<file path="config.mk">
export PLATFORM = sky130hd
export DESIGN_NAME = cp0_exc_ctrl
export DESIGN_NICKNAME = d
export VERILOG_FILES = /design/src/rtl/cp0_exc_ctrl.sv
export SDC_FILE = /design/constraint.sdc
export NUM_CORES = 1
export LEC_CHECK = 0
export ABC_AREA = 1
export ABC_CLOCK_PERIOD_IN_PS = 2100
export CAP_MARGIN = 20
export CORE_ASPECT_RATIO = 2
export CORE_UTILIZATION = 47
export DETAILED_ROUTE_END_ITERATION = 10
export PLACE_DENSITY = 0.95
export SLEW_MARGIN = 20
export SYNTH_ARGS = -nofsm -noshare
export SYNTH_HDL_FRONTEND = slang
export SYNTH_SLANG_ARGS = --single-unit
</file>
<file path="constraint.sdc">
create_clock -name clk -period 2.1 [get_ports clk]
set_input_delay 0.42 -clock clk [delete_from_list [all_inputs] [get_ports clk]]
set_output_delay 0.42 -clock clk [all_outputs]
set_load 0.02 [all_outputs]
</file>
<file path="src/rtl/cp0_exc_ctrl.sv">
// Coprocessor-0 exception controller: Status/Cause/EPC registers, exception entry and rfe return.
// Optional Status.IM interrupt masking is compiled in when CP0_IM_EN is defined.
module cp0_exc_ctrl #(
  parameter logic [31:0] RESET_VECTOR_BEV = 32'hBFC00180,
  parameter logic [31:0] EXC_VECTOR       = 32'h80000080
) (
  input  logic        clk,
  input  logic        reset,
  input  logic        pendingexception,
  input  logic [4:0]  exccode,
  input  logic [31:0] pc,
  input  logic        in_delay_slot,
  input  logic        rfe,
  input  logic [5:0]  irq_in,
  input  logic        mtc0_we,
  input  logic [4:0]  cp0_addr,
  input  logic [31:0] mtc0_wdata,
  output logic [31:0] mfc0_rdata,
  output logic [7:0]  interrupts,
  output logic        iec,
  output logic        exc_redirect,
  output logic [31:0] exc_target,
  output logic        flush,
  output logic        busy
);

  typedef enum logic [1:0] {IDLE, EXC_REDIR, RFE_REDIR} state_t;

  localparam logic [4:0] ADDR_STATUS = 5'd12;
  localparam logic [4:0] ADDR_CAUSE  = 5'd13;
  localparam logic [4:0] ADDR_EPC    = 5'd14;

  state_t      state, state_nxt;
  logic [5:0]  status_ieku;
  logic        status_bev;
  logic [7:0]  status_im;
  logic        cause_bd;
  logic [1:0]  cause_ip_sw;
  logic [4:0]  cause_exccode;
  logic [31:0] epc;
  logic [7:0]  cause_ip;
  logic [31:0] status_word, cause_word;

`ifndef CP0_IM_EN
  assign status_im = 8'h00;
`endif

  // NOTE: every signal written in always_comb gets a default first, so no path can infer a latch.
  always_comb begin
    state_nxt = state;
    case (state)
      IDLE: begin
        if (pendingexception) state_nxt = EXC_REDIR;
        else if (rfe)         state_nxt = RFE_REDIR;
      end
      EXC_REDIR: state_nxt = IDLE;
      RFE_REDIR: state_nxt = IDLE;
      default:   state_nxt = IDLE;
    endcase
  end

  // NOTE: state registers use non-blocking assignments so every flop samples pre-edge values.
  always_ff @(posedge clk) begin
    if (reset) begin
      state         <= IDLE;
      status_ieku   <= 6'b0;
      status_bev    <= 1'b1;
`ifdef CP0_IM_EN
      status_im     <= 8'h00;
`endif
      cause_bd      <= 1'b0;
      cause_ip_sw   <= 2'b0;
      cause_exccode <= 5'b0;
      epc           <= 32'h0;
    end else begin
      state <= state_nxt;
      // Only IDLE accepts events; priority is exception, then rfe, then mtc0.
      if (state == IDLE) begin
        if (pendingexception) begin
          epc           <= in_delay_slot ? pc - 32'd4 : pc;
          cause_bd      <= in_delay_slot;
          cause_exccode <= exccode;
          status_ieku   <= {status_ieku[3:0], 2'b00};
        end else if (rfe) begin
          status_ieku   <= {status_ieku[5:4], status_ieku[5:2]};
        end else if (mtc0_we) begin
          case (cp0_addr)
            ADDR_STATUS: begin
              status_ieku <= mtc0_wdata[5:0];
              status_bev  <= mtc0_wdata[22];
`ifdef CP0_IM_EN
              status_im   <= mtc0_wdata[15:8];
`endif
            end
            ADDR_CAUSE: cause_ip_sw <= mtc0_wdata[9:8];
            ADDR_EPC:   epc         <= mtc0_wdata;
            default: ;
          endcase
        end
      end
    end
  end

  assign cause_ip    = {irq_in, cause_ip_sw};
  assign status_word = {9'b0, status_bev, 6'b0, status_im, 2'b0, status_ieku};
  assign cause_word  = {cause_bd, 15'b0, cause_ip, 1'b0, cause_exccode, 2'b0};

  always_comb begin
    case (cp0_addr)
      ADDR_STATUS: mfc0_rdata = status_word;
      ADDR_CAUSE:  mfc0_rdata = cause_word;
      ADDR_EPC:    mfc0_rdata = epc;
      default:     mfc0_rdata = 32'h0;
    endcase
  end

`ifdef CP0_IM_EN
  assign interrupts = cause_ip & status_im;
`else
  assign interrupts = cause_ip;
`endif

  assign iec          = status_ieku[0];
  assign busy         = (state != IDLE);
  assign exc_redirect = busy;
  assign flush        = busy;
  // BEV cannot change during EXC_REDIR, so the vector reflects the value at entry.
  assign exc_target   = (state == EXC_REDIR) ? (status_bev ? RESET_VECTOR_BEV : EXC_VECTOR) : epc;

endmodule

</file>
==> results.md <==
* WL/cell at 16.2 um
* Pwr dens at slightly below 500 nW/um^2
* Cell Count Post-Placement at 878
* Top post-synthesis cells by area: dfxtp_1 (26%), nand2_1 (13%), nor2_1 (12%)
* CTS max path bufs at 2
* Share of Yosys cell area claimed by the top area cell type at around a quarter
* Num CTS Buffers at 5
* Drt via density at 5.61
* Worst min path class: reg -> reg
* Critical path class: reg -> out
* Measured slew at the worst slew-check pin at 0.356 ns
* Max VDD drop at just under 0.0005 V
* Crit share post-route at 99.3%
* Fmax at around 0.48 GHz
* Register clock-pin slew on the reported worst setup and hold paths at around 0.06 ns
* Gr usage total at between 30% and 40%
* Non-Filler Instances at a little under 900
* H-tree depth at 2
* Clk sinks at approximately 50
* CP Launch Type: register
* Mapped Area at between 3000 and 4000 um^2
* Iteration-0 DRC Markers at ~500
* Crit. End Element: output pin
* Site Rows at 45
* Clock Tree Root: clkbuf_16
* Sequential fraction of the synthesis area at 26.2%
* Top Ports at 162
* Antenna Nets Post-Route at 0
* Slew headroom at between 70% and 80%
* DR pass1 iterations at 6
* Dpl hpwl at 11100 um
* Final Hold Fails at 0
* Syn Area/Cell at about 6.0 um^2
* Crit path max fanout at 7
* Skew final at 0.00498 ns
* Number of max-cap violations at 0
* RSZ-0062 raised after global routing: yes
* Fin area at ~5700 um^2
* First-pass GRT wire length at 22600 um
* DR vias at about 5000
* Clock latency on the worst-skew pair at 0.30 ns
* Number of synthesized register bits at approximately 50
* Initial antenna violation count at 0
* Setup TNS at 0 ns
* Yosys warns at 0
* LEAKAGE at between 2 and 3 nW
* Slew Viols, Final at 0
* CTS tree: built
* Cell count after synthesis at between 600 and 700
* N_diodes at 0
* Initial Utilization at between 40% and 50%
* Die height at approximately 130 um
* Syn Nets at between 700 and 800
* Core area at 7660 um^2
* Global placer's final weighted congestion at between 0.9 and 1
* Nets at 882
* Placed Area at between 5000 and 6000 um^2
* Hold_buf cts at 0
* Number of global-route vias before repair at slightly below 5000
* Fin util at 74.8%
* Die Area at about 8300 um^2
* Yosys cell types at 40
* Share of cells above drive strength 1 at between 10 and 15%
* Status: complete, no violations
* Die X at roughly 65 um
* Pwr Total at ~2.8 mW
* Worst Path Arrival at 1.67 ns
* GR Overflow Total at 0
* Minimum clock period at ~2.1 ns
* Endpoints failing setup at 0
* Worst endpoint required time at approximately 1.7 ns
* Final WL at approximately 14000 um
* Port-buffer cells at approximately 160
* DRC at 0
* Area Overhead vs Synth at 53.2%
* Cell taking the most area after synthesis: dfxtp_1
* Pin count of the biggest net entering global routing at 36
==> metrics by stage <==
stage / hold slack (ns) / setup WS [ns]
4_1_cts: 0.460 / 0.0104
3_5_place_dp: 0.451 / -0.553
3_3_place_gp: 0.437 / -0.503
6_report: 0.472 / 0.0145
5_1_grt: 0.493 / -0.0293
2_1_floorplan: 0.421 / 0.332
==> path summary, 6_finish.rpt <==
kind / slack (ns) / cells after the start / to / from
hold reg to reg: 0.47 / 2 / epc[28] / epc[28]
setup / recovery: 0.01 / 3 / busy / state[1]
setup reg to reg: 0.31 / 8 / epc[1] / state[1]
hold / removal: 0.47 / 2 / epc[28] / epc[28]
==> per-layer routing <==
metal	vias to the layer above	wire length, um	share of wire (%)	GRT usage [%]
met4	0	1180	8.2	28.6
met5	-	0	0	0
met2	319	7570	53	62.7
li1	2330	-	-	-
met3	105	1010	7.0	7.03
met1	2229	4620	32	33.6
==> Yosys cell counts <==
master and n:
o21ai_0 66, nor3_1 3, dfxtp_1 49, nand3b_1 2, nand4_2 1, clkbuf_1 14
nand3b_4 1, nor2_1 119, inv_1 75, nand2_1 127, o21bai_1 1, a22oi_1 2
xor2_1 5, buf_2 3, a21oi_1 47, nor4_1 2, o21ai_2 1, or2_1 1
a21oi_2 6, o221ai_1 2, inv_2 7, a31oi_1 6, nor2_8 1, nand3_1 27
buf_6 5, clkbuf_8 1, o211ai_1 4, ha_1 1, or2_2 1, nor3_2 1
nand3_4 1, nand2_2 6, nand4_1 7, xnor2_1 1, nor2_4 8, nand2_4 1
nor2_2 7, o21ai_1 2, buf_4 10, a21o_1 1
==> layout make-up <==
cell class                 instances  area [um^2]
multi-input combinational        462         2280
tap                               94          118
fill                             570         1930
sequential                        49          981
timing repair buffer             195         1900
inverter                          82          310
clock buffer                       7          143
==> flip-flops by register name (all words and copies together) (netlist names) <==
register	cells
status_bev	1
state	2
cause_exccode	5
cause_ip_sw	2
cause_bd	1
status_ieku	6
epc	32
==> placed cells by master, fill, tap and decap left out, drive strengths merged <==
| cell type | n |
|---|---|
| clkbuf | 7 |
| nor4 | 2 |
| nor2 | 135 |
| ha | 1 |
| or2 | 2 |
| xnor2 | 1 |
| nand3 | 28 |
| o21ai | 69 |
| a21oi | 53 |
| nand3b | 4 |
| a21o | 1 |
| o211ai | 4 |
| nand2 | 134 |
| buf | 51 |
| nor3 | 4 |
| inv | 82 |
| o21bai | 1 |
| xor2 | 5 |
| clkdlybuf4s15 | 15 |
| o221ai | 2 |
| nand4 | 8 |
| dlygate4sd2 | 19 |
| dlymetal6s2s | 20 |
| clkdlybuf4s50 | 90 |
| dfxtp | 49 |
| a22oi | 2 |
| a31oi | 6 |
==> cell families (layout without fill, tap and decap cells) <==
family	count (synthesis)	in the layout	share of synthesized area, %
AND/OR/NAND/NOR	316	317	38.0
AO/OA/AOI/OAI	138	138	20.1
buffers and inverters	115	284	13.9
flip-flops	49	49	26.2
XOR/XNOR	6	6	1.41
adder cells (fa/ha/maj)	1	1	0.335
==> worst max-delay path, cell delays in order (launching register included) <==
cell and delay, ns:
dfxtp_1 0.38, nor2_1 0.09, inv_1 0.23, clkdlybuf4s50_1 0.66
==> where the power goes <==
part / switching, mW / internal, mW / leakage [nW]
clock: 0.343 / 0.468 / 0.0700
combinational: 0.513 / 0.408 / 2.32
sequential: 0.0514 / 1.00 / 0.404
total: 0.907 / 1.88 / 2.80
==> what timing repair did <==
item | 4_1_cts | 5_1_grt
endpoints found under the setup margin | 47 | 23
pin swaps | 3 | 0
buffers inserted | 2 | 1
gates resized for setup | 155 | 26
gates cloned | 1 | 0
Power figures use the tool's default switching activity.
